File: src/rtl/sigma_mem_arb_if.sv
// MemSplit32 bundle between the tile masters, the arbiter and the shared slave port.
// The arbiter takes the slave modport; the tile masters and the memory take the master modport.
interface sigma_mem_arb_if #(
   parameter int unsigned N_MASTERS = 2
);
   logic [N_MASTERS-1:0]    m_req_i;
   logic [N_MASTERS-1:0]    m_ack_o;
   logic [N_MASTERS*32-1:0] m_addr_i;
   logic [N_MASTERS-1:0]    m_we_i;
   logic [N_MASTERS*32-1:0] m_wdata_i;
   logic [N_MASTERS*4-1:0]  m_be_i;
   logic [N_MASTERS-1:0]    m_resp_o;
   logic [31:0]             m_rdata_o;

   logic                    s_req_o;
   logic [31:0]             s_addr_o;
   logic                    s_we_o;
   logic [31:0]             s_wdata_o;
   logic [3:0]              s_be_o;
   logic                    s_ack_i;
   logic                    s_resp_i;
   logic [31:0]             s_rdata_i;

   modport slave (
      input  m_req_i, m_addr_i, m_we_i, m_wdata_i, m_be_i, s_ack_i, s_resp_i, s_rdata_i,
      output m_ack_o, m_resp_o, m_rdata_o, s_req_o, s_addr_o, s_we_o, s_wdata_o, s_be_o
   );

   modport master (
      output m_req_i, m_addr_i, m_we_i, m_wdata_i, m_be_i, s_ack_i, s_resp_i, s_rdata_i,
      input  m_ack_o, m_resp_o, m_rdata_o, s_req_o, s_addr_o, s_we_o, s_wdata_o, s_be_o
   );
endinterface

File: src/rtl/sigma_mem_arb.sv
// Shares one MemSplit32 slave port among N_MASTERS masters; in-order read responses via ID FIFO.
// Define SIGMA_ARB_RR_EN for round-robin arbitration; otherwise the lowest eligible index wins.
module sigma_mem_arb #(
   parameter int unsigned N_MASTERS       = 2,
   parameter int unsigned MAX_OUTSTANDING = 4
) (
   input  logic              clk_i,
   input  logic              rst_ni,
   sigma_mem_arb_if.slave    bus,
   output logic              err_o
);
   localparam int unsigned IdW  = (N_MASTERS > 1) ? $clog2(N_MASTERS) : 1;
   localparam int unsigned PtrW = $clog2(MAX_OUTSTANDING);
   localparam int unsigned CntW = PtrW + 1;

   typedef enum logic [0:0] {StIdle, StLocked} state_e;

   state_e               state_q;
   logic [IdW-1:0]       lock_q;
   logic [IdW-1:0]       fifo_q [MAX_OUTSTANDING];
   logic [PtrW-1:0]      wr_q, rd_q;
   logic [CntW-1:0]      cnt_q;
   logic                 err_q;
`ifdef SIGMA_ARB_RR_EN
   logic [IdW-1:0]       rr_q;
`endif

   logic                 fifo_full, fifo_empty;
   logic [N_MASTERS-1:0] eligible;
   logic                 gnt_found, gnt_valid;
   logic [IdW-1:0]       gnt_idx, gnt;
   logic                 accept, push, pop;

   assign fifo_full  = (cnt_q == CntW'(MAX_OUTSTANDING));
   assign fifo_empty = (cnt_q == '0);
   // A full FIFO blocks new reads even if a pop lands this cycle.
   assign eligible   = bus.m_req_i & (bus.m_we_i | {N_MASTERS{~fifo_full}});

   always_comb begin
      gnt_found = 1'b0;
      gnt_idx   = '0;
`ifdef SIGMA_ARB_RR_EN
      for (int unsigned i = 0; i < N_MASTERS; i++) begin
         if (!gnt_found && eligible[(32'(rr_q) + i) % N_MASTERS]) begin
            gnt_found = 1'b1;
            gnt_idx   = IdW'((32'(rr_q) + i) % N_MASTERS);
         end
      end
`else
      for (int i = N_MASTERS - 1; i >= 0; i--) begin
         if (eligible[i]) begin
            gnt_found = 1'b1;
            gnt_idx   = IdW'(i);
         end
      end
`endif
   end

   // Reset gates the grant so nothing leaks to the slave while rst_ni is low.
   assign gnt_valid = rst_ni & ((state_q == StLocked) | gnt_found);
   assign gnt       = (state_q == StLocked) ? lock_q : gnt_idx;

   always_comb begin
      bus.s_req_o   = 1'b0;
      bus.s_addr_o  = '0;
      bus.s_we_o    = 1'b0;
      bus.s_wdata_o = '0;
      bus.s_be_o    = '0;
      bus.m_ack_o   = '0;
      if (gnt_valid) begin
         bus.s_req_o   = bus.m_req_i[gnt];
         bus.s_addr_o  = bus.m_addr_i[gnt*32 +: 32];
         bus.s_we_o    = bus.m_we_i[gnt];
         bus.s_wdata_o = bus.m_wdata_i[gnt*32 +: 32];
         bus.s_be_o    = bus.m_be_i[gnt*4 +: 4];
         bus.m_ack_o[gnt] = bus.s_ack_i;
      end
   end

   assign accept = bus.s_req_o & bus.s_ack_i;
   assign push   = accept & ~bus.m_we_i[gnt];
   assign pop    = bus.s_resp_i & ~fifo_empty;

   always_comb begin
      bus.m_resp_o = '0;
      if (pop) bus.m_resp_o[fifo_q[rd_q]] = 1'b1;
   end

   assign bus.m_rdata_o = bus.s_rdata_i;
   assign err_o         = err_q;

   always_ff @(posedge clk_i or negedge rst_ni) begin
      if (!rst_ni) begin
         state_q <= StIdle;
         lock_q  <= '0;
         wr_q    <= '0;
         rd_q    <= '0;
         cnt_q   <= '0;
         err_q   <= 1'b0;
`ifdef SIGMA_ARB_RR_EN
         rr_q    <= '0;
`endif
      end else begin
         unique case (state_q)
            StIdle: begin
               if (gnt_valid && !bus.s_ack_i) begin
                  state_q <= StLocked;
                  lock_q  <= gnt;
               end
            end
            StLocked: begin
               if (bus.s_ack_i) state_q <= StIdle;
            end
         endcase
         if (push) wr_q <= wr_q + 1'b1;
         if (pop)  rd_q <= rd_q + 1'b1;
         case ({push, pop})
            2'b10:   cnt_q <= cnt_q + 1'b1;
            2'b01:   cnt_q <= cnt_q - 1'b1;
            default: cnt_q <= cnt_q;
         endcase
         if (bus.s_resp_i && fifo_empty) err_q <= 1'b1;
`ifdef SIGMA_ARB_RR_EN
         if (accept) rr_q <= (32'(gnt) == N_MASTERS - 1) ? '0 : gnt + 1'b1;
`endif
      end
   end

   // ID storage needs no reset; validity is tracked by cnt_q.
   always_ff @(posedge clk_i) begin
      if (push) fifo_q[wr_q] <= gnt;
   end
endmodule

File: src/flat_wrapper.sv
// flat-port wrapper written by rule: the top's interface ports become plain ports
module sigma_mem_arb_flat 
#(
   parameter int unsigned N_MASTERS       = 2,
   parameter int unsigned MAX_OUTSTANDING = 4
)
  (clk_i, rst_ni, err_o, bus_m_req_i, bus_m_addr_i, bus_m_we_i, bus_m_wdata_i, bus_m_be_i, bus_s_ack_i, bus_s_resp_i, bus_s_rdata_i, bus_m_ack_o, bus_m_resp_o, bus_m_rdata_o, bus_s_req_o, bus_s_addr_o, bus_s_we_o, bus_s_wdata_o, bus_s_be_o);
  sigma_mem_arb_if #(.N_MASTERS(N_MASTERS)) bus_i ();
  input  logic clk_i;
  input  logic rst_ni;
  output logic err_o;
  input wire logic [$bits(bus_i.m_req_i)-1:0] bus_m_req_i;
  input wire logic [$bits(bus_i.m_addr_i)-1:0] bus_m_addr_i;
  input wire logic [$bits(bus_i.m_we_i)-1:0] bus_m_we_i;
  input wire logic [$bits(bus_i.m_wdata_i)-1:0] bus_m_wdata_i;
  input wire logic [$bits(bus_i.m_be_i)-1:0] bus_m_be_i;
  input wire logic [$bits(bus_i.s_ack_i)-1:0] bus_s_ack_i;
  input wire logic [$bits(bus_i.s_resp_i)-1:0] bus_s_resp_i;
  input wire logic [$bits(bus_i.s_rdata_i)-1:0] bus_s_rdata_i;
  output wire logic [$bits(bus_i.m_ack_o)-1:0] bus_m_ack_o;
  output wire logic [$bits(bus_i.m_resp_o)-1:0] bus_m_resp_o;
  output wire logic [$bits(bus_i.m_rdata_o)-1:0] bus_m_rdata_o;
  output wire logic [$bits(bus_i.s_req_o)-1:0] bus_s_req_o;
  output wire logic [$bits(bus_i.s_addr_o)-1:0] bus_s_addr_o;
  output wire logic [$bits(bus_i.s_we_o)-1:0] bus_s_we_o;
  output wire logic [$bits(bus_i.s_wdata_o)-1:0] bus_s_wdata_o;
  output wire logic [$bits(bus_i.s_be_o)-1:0] bus_s_be_o;
  assign bus_i.m_req_i = bus_m_req_i;
  assign bus_i.m_addr_i = bus_m_addr_i;
  assign bus_i.m_we_i = bus_m_we_i;
  assign bus_i.m_wdata_i = bus_m_wdata_i;
  assign bus_i.m_be_i = bus_m_be_i;
  assign bus_i.s_ack_i = bus_s_ack_i;
  assign bus_i.s_resp_i = bus_s_resp_i;
  assign bus_i.s_rdata_i = bus_s_rdata_i;
  assign bus_m_ack_o = bus_i.m_ack_o;
  assign bus_m_resp_o = bus_i.m_resp_o;
  assign bus_m_rdata_o = bus_i.m_rdata_o;
  assign bus_s_req_o = bus_i.s_req_o;
  assign bus_s_addr_o = bus_i.s_addr_o;
  assign bus_s_we_o = bus_i.s_we_o;
  assign bus_s_wdata_o = bus_i.s_wdata_o;
  assign bus_s_be_o = bus_i.s_be_o;
  sigma_mem_arb #(.N_MASTERS(N_MASTERS), .MAX_OUTSTANDING(MAX_OUTSTANDING)) u_core (.clk_i(clk_i), .rst_ni(rst_ni), .bus(bus_i), .err_o(err_o));
endmodule
File: config.mk
export PLATFORM = sky130hd
export DESIGN_NAME = sigma_mem_arb_flat
export DESIGN_NICKNAME = d
export VERILOG_FILES = /design/src/rtl/sigma_mem_arb_if.sv /design/src/rtl/sigma_mem_arb.sv /design/src/flat_wrapper.sv
export SDC_FILE = /design/constraint.sdc
export NUM_CORES = 1
export LEC_CHECK = 0
export BUFFER_PORTS_ARGS = -buffer_cell sky130_fd_sc_hd__buf_2
export CORE_AREA = 2 2 110 112
export DETAILED_ROUTE_END_ITERATION = 8
export DIE_AREA = 0 0 112 114
export GPL_ROUTABILITY_DRIVEN = 0
export PLACE_DENSITY = 0.64
export SYNTH_ARGS = -nofsm -noshare
export SYNTH_HDL_FRONTEND = slang
export SYNTH_SLANG_ARGS = --single-unit
File: constraint.sdc
create_clock -name clk_i -period 4.19 [get_ports clk_i]
set_input_delay 0.419 -clock clk_i [delete_from_list [all_inputs] [get_ports clk_i]]
set_output_delay 0.419 -clock clk_i [all_outputs]
set_load 0.005 [all_outputs]
# Yosys cells after proc, flatten, opt, wreduce, memory -nomap -nowiden
# Memory sizes are Yosys's and may differ from the RTL's.
# Cells that the tools add are included.
dict set report totals {
  reg_bits 10
  ram_bits 4
  in_bits 176
  output_inout_bits 107
  wordCells 66
  n_memories 1
}
dict set report op_classes {
  add_sub_neg 4
  order_cmp 4
  eq_ne 3
  shift 3
  muxes 25
  bitwise_logic 12
  reduce_logical 8
}
# name depth word_bits read_ports rd_clocked_by_memory_dff wr line
set mem_list {}
lappend mem_list {u_core.fifo_q 4 1 1 0 1 sigma_mem_arb.sv:20} ;# logic [IdW-1:0] fifo_q [MAX_OUTSTANDING];
# op count
set ops {}
lappend ops {{indexed part select 64 x 7 -> 32 bit} 2}
lappend ops {{2-to-1 mux 32 bit} 2}
lappend ops {{2-to-1 mux 1 bit} 16}
lappend ops {{indexed part select 8 x 4 -> 4 bit} 1}
lappend ops {{case mux 3 bit (2 select lines)} 1}
lappend ops {{adder 2 x 1 -> 2 bit, second input constant} 2}
lappend ops {{AND 1 bit} 4}
lappend ops {{AND 2 bit} 2}
lappend ops {{logical AND 1 bit} 4}
lappend ops {{< comparator 1 x 2 -> 1 bit, second input constant} 2}
lappend ops {{2-to-1 mux 2 bit} 2}
lappend ops {{2-to-1 mux 4 bit} 1}
lappend ops {{NOT 1 bit} 4}
lappend ops {{adder 3 x 1 -> 3 bit, second input constant} 1}
lappend ops {{== test 3 bit, second input constant} 1}
lappend ops {{zero test 3 bit} 1}
lappend ops {{subtractor 3 x 1 -> 3 bit, second input constant} 1}
lappend ops {{demux 1 bit (select 1 bit)} 2}
lappend ops {{== test 2 x 1 -> 1 bit, second input constant} 1}
lappend ops {{== test 2 bit, second input constant} 1}
lappend ops {{>= comparator 1 bit, second input constant} 2}
lappend ops {{bitwise OR 2 bit} 1}
lappend ops {{case mux 1 bit (2 select lines)} 1}
lappend ops {{AND reduction 2 bit} 1}
lappend ops {{other kinds (3)} 3}

# Depth between registers and ports, before layout
# Gate-level depths: netlist of run 1.
dict set report logic_depth {
  word_depth 14
  mapped_depth 10
  ltp_nobuf 9
}

# Worst setup path after synthesis of run 1
# No wires, ideal clock.
dict set report synth_path {
  kind {flip-flop to flip-flop}
  from {reg u_core.cnt_q[0]}
  to {reg u_core.cnt_q[2]}
  setup_time_ps 79
  arrival_time_ps 2325
  t_required_ps 4111
  slack_ps 1786
  path_stages_with_launch 9
  path_buffers 0
  synth_period_minus_slack_ps 2404
  cell_sequence {dfrtp_1 or3b_2 a31oi_1 ha_1 inv_1 fa_1 xor2_1 nor2_1 xor2_1}
}
dict set report synth_via {
  elab_chain_len 14
  word_cells_on_any_way 27
  classes_between {add/sub: 2; eq/ne: 3; mux: 10; bitwise: 10; reduce/logical: 2}
}
# element line
set synth_lines {}
lappend synth_lines {{from (decl)} sigma_mem_arb.sv:22} ;# logic [CntW-1:0] cnt_q;
lappend synth_lines {{from (signal assigned)} sigma_mem_arb.sv:118} ;# 2'b10: cnt_q <= cnt_q + 1'b1;
lappend synth_lines {{from (signal assigned)} sigma_mem_arb.sv:119} ;# 2'b01: cnt_q <= cnt_q - 1'b1;
lappend synth_lines {{from (signal assigned)} sigma_mem_arb.sv:120} ;# default: cnt_q <= cnt_q;
lappend synth_lines {{== test 3 bit} sigma_mem_arb.sv:34} ;# assign fifo_full = (cnt_q == CntW'(MAX_OUTSTANDING));
lappend synth_lines {{NOT 1 bit} sigma_mem_arb.sv:37} ;# assign eligible = bus.m_req_i & (bus.m_we_i | {N_MASTERS{~fifo_full}});
lappend synth_lines {{bitwise OR 2 bit} sigma_mem_arb.sv:37}
lappend synth_lines {{AND 2 bit} sigma_mem_arb.sv:37}
lappend synth_lines {{2-to-1 mux 1 bit (2 in a row)} sigma_mem_arb.sv:51} ;# if (eligible[i]) begin
lappend synth_lines {{2-to-1 mux 1 bit} sigma_mem_arb.sv:61} ;# assign gnt = (state_q == StLocked) ? lock_q : gnt_idx;
lappend synth_lines {{2-to-1 mux 1 bit (implied by the code) (2 in a row)} sigma_mem_arb.sv:71} ;# bus.s_req_o = bus.m_req_i[gnt];
lappend synth_lines {{2-to-1 mux 1 bit} sigma_mem_arb.sv:70} ;# if (gnt_valid) begin
lappend synth_lines {{AND 1 bit} sigma_mem_arb.sv:80} ;# assign accept = bus.s_req_o & bus.s_ack_i;
lappend synth_lines {{AND 1 bit} sigma_mem_arb.sv:81} ;# assign push = accept & ~bus.m_we_i[gnt];
lappend synth_lines {{== test 2 x 1 -> 1 bit / == test 2 bit (equally long branches)} sigma_mem_arb.sv:117} ;# case ({push, pop})
lappend synth_lines {{case mux 3 bit (2 select lines) / nonzero test 2 bit (equally long branches)} -}
# Several ways; a longest one is shown, not always the timed one. The select of a mux whose other input is x is not followed.
# A chain may end at the register's enable or synchronous reset.

# Worst setup path in the final report of run 1
dict set report layout_path {
  from {reg u_core.cnt_q[0]}
  to {out bus_s_wdata_o[6]}
}
dict set report layout_via {
  elab_chain_len 9
  word_cells_on_any_way 12
  classes_between {eq/ne: 1; shift: 1; mux: 5; bitwise: 5}
}
# element line
set layout_lines {}
lappend layout_lines {{== test 3 bit *} sigma_mem_arb.sv:34}
lappend layout_lines {{NOT 1 bit *} sigma_mem_arb.sv:37}
lappend layout_lines {{bitwise OR 2 bit *} sigma_mem_arb.sv:37}
lappend layout_lines {{AND 2 bit *} sigma_mem_arb.sv:37}
lappend layout_lines {{2-to-1 mux 1 bit (2 in a row)} sigma_mem_arb.sv:51}
lappend layout_lines {{2-to-1 mux 1 bit / bitwise OR 1 bit (equally long branches)} {sigma_mem_arb.sv:61, sigma_mem_arb.sv:60}}
lappend layout_lines {{indexed part select 64 x 7 -> 32 bit / AND 1 bit (equally long branches)} {sigma_mem_arb.sv:74, sigma_mem_arb.sv:60}}
lappend layout_lines {{2-to-1 mux 32 bit *} sigma_mem_arb.sv:70}
lappend layout_lines {{to (decl)} flat_wrapper.sv:26} ;# output wire logic [$bits(bus_i.s_wdata_o)-1:0] bus_s_wdata_o;
# Mark *: on every way between the ends. The rest lies on a longest branch, timed or not.

==> results of run 1 <==
==> cell type report <==
type | instances | area, um2
Antenna cell | 1 | 2.50
Clock inverter | 1 | 3.75
Inverter | 6 | 22.5
Fill cell | 1246 | 8160
Tap cell | 147 | 184
Sequential cell | 14 | 370
Clock buffer | 3 | 75.1
Multi-Input combinational cell | 197 | 1760
Timing Repair Buffer | 223 | 1140
==> power by group through the flow <==
stage	Sequential, uW	Combinational (uW)	Clock (uW)
4_1_cts	241	612	180
3_3_place_gp	240	590	0
5_1_grt	247	671	187
6_report	242	602	177
3_5_place_dp	244	610	0
2_1_floorplan	227	410	0
==> path summary, 6_finish.rpt <==
| path | startpoint | end | slack [ns] |
|---|---|---|---|
| min in group clk_i | bus_s_resp_i | u_core.err_o$_DFFE_PN0P_ | 0.39 |
| max reg2reg | u_core.cnt_q[1]$_DFFE_PN0P_ | u_core.cnt_q[2]$_DFFE_PN0P_ | 1.51 |
| max in group asynchronous | rst_ni | u_core.rd_q[1]$_DFFE_PN0P_ | 3.84 |
| min reg2reg | u_core.err_o$_DFFE_PN0P_ | u_core.err_o$_DFFE_PN0P_ | 0.44 |
| min | rst_ni | u_core.err_o$_DFFE_PN0P_ | 0.09 |
| max | u_core.cnt_q[0]$_DFFE_PN0P_ | bus_s_wdata_o[6] | 0.96 |
==> worst max-delay path, delay by kind of cell, from the launching register on <==
family | cells | cell delay (ns)
compound gates | 2 | 0.38
buf+inv | 2 | 0.51
flops | 1 | 0.41
simple gates | 2 | 1.26
==> layout by cell type, fill, tap and decap left out, types with 2 or more instances in the layout <==
cell       count
a21o_1         2
a21oi_1        3
a31oi_1        2
and2_1         2
buf_2        218
buf_4          4
clkbuf_16      3
dfrtp_1       10
edfxtp_1       4
ha_1           5
inv_1          6
mux2i_1       71
nand2_1        4
nand2b_1       3
nor2_1         4
nor2b_1        6
nor3_1         2
o21ai_0        3
o2bb2ai_1     67
xnor2_1        4
xor2_1         2
==> state kept, by name (all words and copies together), names as in the netlist <==
signal,flops
u_core.rd_q,2
u_core.state_q,1
u_core.cnt_q,3
u_core.err_o,1
u_core.fifo_q,4
u_core.lock_q,1
u_core.wr_q,2
==> cells by family (layout without fill, tap and decap cells) <==
family	count (synthesis)	after routing	synth area share, %
xor gates and xnor gates	6	6	2.07
and+or+nand+nor	28	28	6.20
other	0	1	0
buffers and inverters	63	233	16.8
adders and majority gates	6	6	3.25
muxes	73	73	29.3
DFF	14	14	14.6
AOI/OAI and AO/OA	84	84	27.8
==> through the flow <==
stage          hold slack (ns)  worst slack (ns)  total power, uW
5_1_grt                  0.121             0.798             1110
3_3_place_gp             0.344              1.17              831
4_1_cts                 0.0897             0.948             1030
3_5_place_dp             0.347              1.10              854
6_report                0.0855             0.959             1020
2_1_floorplan            0.123              1.79              637
==> layer usage <==
layer,vias up,global-route usage (%),wire (um)
met5,-,0,0
met4,0,2.76,110
met3,9,3.67,853
met2,172,21.3,4280
met1,1285,16.1,3660
li1,1368,-,-
==> reports/qor.csv, run 1 <==
metric;value;unit
outcome;complete, no violations;
Num CTS Buffers;3;
Mapped Cells;274;
final core utilization;30.4;%
final setup TNS;0;ns
Layout area overhead;39.9;%
Top FF cell, synth;dfrtp_1;
Die ar.;12800;um2
Vias;2834;
# IOs;283;
pin count of the biggest net entering global routing;50;
Via-to-Cell Ratio;4.79;
top cell type's share of synthesized area;28.0;%
# H-tree levels;1;
total gr overflow;0;
Final period util;77.1;%
Cells after DPL;587;
Int Pwr;623;uW
measured slew at the worst slew-check pin;0.838;ns
PwrDens;287;nW/um2
Post-synth ARST share;71.4;%
post-detailed-route wirelength per cell;15.0;um
most frequent cells after synthesis;71 x mux2i_1, 67 x o2bb2ai_1, 36 x buf_4, 11 x clkbuf_1, 10 x dfrtp_1;
critical path, cell by cell;or4b_4, a21oi_2, and3_2, buf_4, o2bb2ai_1, buf_2;
initial drt markers;82;
Pre-Repair DR Iteration Count;4;
EDFF count, synth;4;
Worst setup EP type;primary output;
RSZ-0062 raised after global routing;false;
clock-pin slew on the worst setup and hold paths;0.04;ns
worst r2r path cells;8;
Seq cells post-synth;14;
critical path's slowest cell;and3_2;
Gate power share;59.0;%
average cell area after synthesis;9.27;um2
mapped cell area;2540;um2
Detail Route Antenna Nets;0;
Max VDD drop;0.321;mV
Die Wd;112;um
fin area;3550;um2
Non-Filler Instances;592;
post-synthesis sequential area ratio;14.6;%
yosys warns;0;
clk_lat worst skew;0.24;ns
Sw Ratio;39.0;%
initial antenna violation count;1;
DP Area;3470;um2
clock buffer depth;2;
Pins Over Slew Limit;0;
# DRC;0;
first-pass GRT wire length;13300;um
Setup CP Type;flip-flop to primary output;
CTS tree;built;
Tot GR Track Use;12.6;%
CP Launch Type;flip-flop;
number of global-route vias before repair;2691;
sw power;398;uW
row count;40;
Final setup viols;0;
count leader, synth;mux2i_1;
ranking of synthesized cells by area;mux2i_1 28%, o2bb2ai_1 23%, buf_4 11%;
Starting Density;21.7;%
layout cells sized above 1;52.9;%
Req. time, crit path;3.77;ns
clock sinks;14;
Port Buffers;218;
Max Clock Skew;0.00151;ns
leakage;0.00210;uW
detailed placer's ending HPWL;7600;um
Slew HR;44.1;%
Final nets;627;
Reg power frac;23.7;%
crit-path max FO;36;
Hold-fix buffers, CTS;0;
Post-CTS Resized;0;
DRT Wirelength;8910;um
CTS Root Cell;clkbuf_16;
core area;11700;um2
hold crit path type;input port to async pin;
Syn Nets;456;
WP data arrival;2.81;ns
largest stage delay on the critical path;0.69;ns
Die Y-Extent;114;um
cell taking the most area after synthesis;mux2i_1;
Fin. Hold Viols;0;
Setup Buffers After CTS;0;
Max Fclk;310;MHz
Clk network pwr share;17.3;%
Cell variety after synth;40;
Max-cap violations;0;
minimum clock period;3.23;ns
(Power assumes the default switching activity.)
==> inputs of run 2 (changes only) <==
Settings changed: CORE_AREA 2 2 110 112 to 2 2 108 110, DIE_AREA 0 0 112 114 to 0 0 110 112, PLACE_DENSITY 0.64 to 0.66.
Clock period 4.19 ns to 3.1 ns, I/O delays scaled along.
==> run 2 against run 1 <==
Against the previous run: sequential power up 37%; register-to-register slack worse by 1.1 ns; flip-flop and latch count unchanged; power up 37%; critical path depth up 5; clock power up 38%; routed wire length down 0.76%; clock skew down 0.00078 ns; via count down 0.88%; critical path type is now input port to flip-flop; highest routed layer unchanged.
==> reports/qor.csv, run 2 (synthesis gave the netlist of run 1 again) <==
metric;value;unit;change
outcome;complete, no violations;;
FF-to-FF Start;u_core.cnt_q[0]$_DFFE_PN0P_;;
most frequent cells in the layout;218 x buf_2, 71 x mux2i_1, 67 x o2bb2ai_1;;
Largest register FFs;4;;unchanged
Post-CTS Resized;0;;unchanged
routed length on met3;695;um;-19%
Setup Buffers After CTS;0;;unchanged
first-pass GRT wire length;13100;um;-1.9%
Gate power share;58.6;%;-0.4 points
Top Registers;u_core.fifo_q: 4 flops, u_core.cnt_q: 3 flops;;
# DRC;0;;unchanged
WP data arrival;3.05;ns;+0.24 ns
CTS Root Cell;clkbuf_16;;
Worst setup EP type;flip-flop;;
Max-cap violations;0;;unchanged
Num CTS Buffers;3;;unchanged
Max Fclk;347;MHz;
highest routing layer actually used;met4;;
leakage;0.00211;uW;+0.40%
clock-pin slew on the worst setup and hold paths;0.05;ns;about the same
Req. time, crit path;3.26;ns;-0.51 ns
met2 routed wirelength;4510;um;+5.4%
Final nets;629;;+0.32%
Die Y-Extent;112;um;-1.8%
Tot Pwr;1400;uW;+37%
row count;39;;-2.5%
Reg power frac;23.8;%;about the same
Sw Ratio;39.5;%;+0.51 points
Layout area overhead;40.3;%;
Clk network pwr share;17.6;%;+0.3 points
total gr overflow;0;;unchanged
Fin. Hold Viols;0;;unchanged
Die ar.;12300;um2;-3.5%
Vias;2809;;-0.88%
Final setup viols;0;;unchanged
number of global-route vias before repair;2684;;-0.26%
CTS tree;built;;
commonest non-fill, non-tap cell in the layout;buf_2;;
detailed placer's ending HPWL;7480;um;-1.5%
Non-Filler Instances;589;;-0.51%
antenna cells;0;;-1
Pre-Repair DR Iteration Count;4;;unchanged
Port Buffers;218;;unchanged
Pins Over Slew Limit;0;;unchanged
Starting Density;22.7;%;+1.0 points
Tot GR Track Use;13.1;%;+0.52 points
Detail Route Antenna Nets;0;;unchanged
DRT Wirelength;8840;um;-0.76%
Max VDD drop;0.240;mV;-25%
Setup CP Type;input port to flip-flop;;
# H-tree levels;1;;unchanged
clk_lat worst skew;0.24;ns;about the same
initial drt markers;74;;-9.8%
worst setup path startpoint;rst_ni;;
initial antenna violation count;0;;-1
Int Pwr;845;uW;+36%
clock sinks;14;;unchanged
core area;11200;um2;-4.6%
measured slew at the worst slew-check pin;0.627;ns;-0.211 ns
Die Wd;110;um;-1.8%
layout cells sized above 1;52.9;%;about the same
pin count of the biggest net entering global routing;37;;-26%
Biggest register;u_core.fifo_q;;
Cells after DPL;584;;-0.51%
minimum clock period;2.88;ns;
Via-to-Cell Ratio;4.77;;-0.38%
CP Launch Type;input port;;
crit-path max FO;18;;-50%
PwrDens;392;nW/um2;+36%
Max Clock Skew;0.000735;ns;-0.000779 ns
HP Start;bus_s_resp_i;;
Final period util;93.0;%;
final setup TNS;0;ns;unchanged
Metal-1 WL;3390;um;-7.5%
# IOs;283;;unchanged
RSZ-0062 raised after global routing;false;;
clock buffer depth;2;;unchanged
Slew HR;58.0;%;+14 points
hold crit path type;input port to flip-flop;;
sw power;551;uW;+38%
Hold-fix buffers, CTS;1;;+1
post-detailed-route wirelength per cell;15.0;um;-0.26%
## run 2: cell count changes in the layout (fill, tap and decap cells not counted)
cell           before  now
buf_4               4    5
diode_2             1    0
dlygate4sd3_1       0    1
## run 2: power groups by stage
stage                     Sequential (uW)  Combinational (uW)  Clock [uW]
after floorplan                       307                 554           0
after global placement                323                 791           0
after detailed placement              334                 820           0
after CTS                             332                 832         250
after global routing                  344                 906         263
final                                 332                 818         245
## run 2: final cells by class
cell class / instances / area, um2
well taps: 143 / 179
multi-input cells: 197 / 1760
inverters: 6 / 22.5
repair buffers: 225 / 1160
fillers: 1174 / 7610
clock buffers: 3 / 75.1
flip-flops and latches: 14 / 370
clock inverters: 1 / 3.75
## run 2: critical path: stages
cell and delay [ns]:
dlygate4sd3_1 0.53, buf_2 0.25, nand2_1 0.15, nor2_1 0.05
a31oi_1 0.54, ha_1 0.30, inv_1 0.07, fa_1 0.38
xor2_1 0.15, nor2_1 0.14, xor2_1 0.17
## run 2: per-stage QoR
step / utilization (%) / instance area [um2] / worst slack [ns] / hold WS [ns]
2_1_floorplan: - / 2540 / 0.696 / 0.0144
3_3_place_gp: 31.1 / 3480 / 0.575 / 0.234
3_5_place_dp: 31.1 / 3480 / 0.436 / 0.243
4_1_cts: 31.9 / 3560 / 0.201 / 0.282
5_1_grt: 31.9 / 3560 / 0.00900 / 0.287
6_report: 31.9 / 3560 / 0.217 / 0.281
## run 2: path summary, 6_finish.rpt
kind | slack, ns | to | depth (start not counted)
hold / removal | 0.28 | u_core.err_o$_DFFE_PN0P_ | 2
min in group asynchronous | 0.52 | u_core.wr_q[1]$_DFFE_PN0P_ | 2
setup / recovery | 0.22 | u_core.cnt_q[2]$_DFFE_PN0P_ | 11
max in group asynchronous | 2.32 | u_core.cnt_q[0]$_DFFE_PN0P_ | 2
setup reg to reg | 0.41 | u_core.cnt_q[2]$_DFFE_PN0P_ | 8
hold reg to reg | 0.45 | u_core.err_o$_DFFE_PN0P_ | 1
## run 2: per-layer routing
metal	GRT usage (%)	vias up
li1	-	1366
met1	15.5	1281
met2	23.7	143
met3	2.11	19
met4	4.22	0
met5	0	-
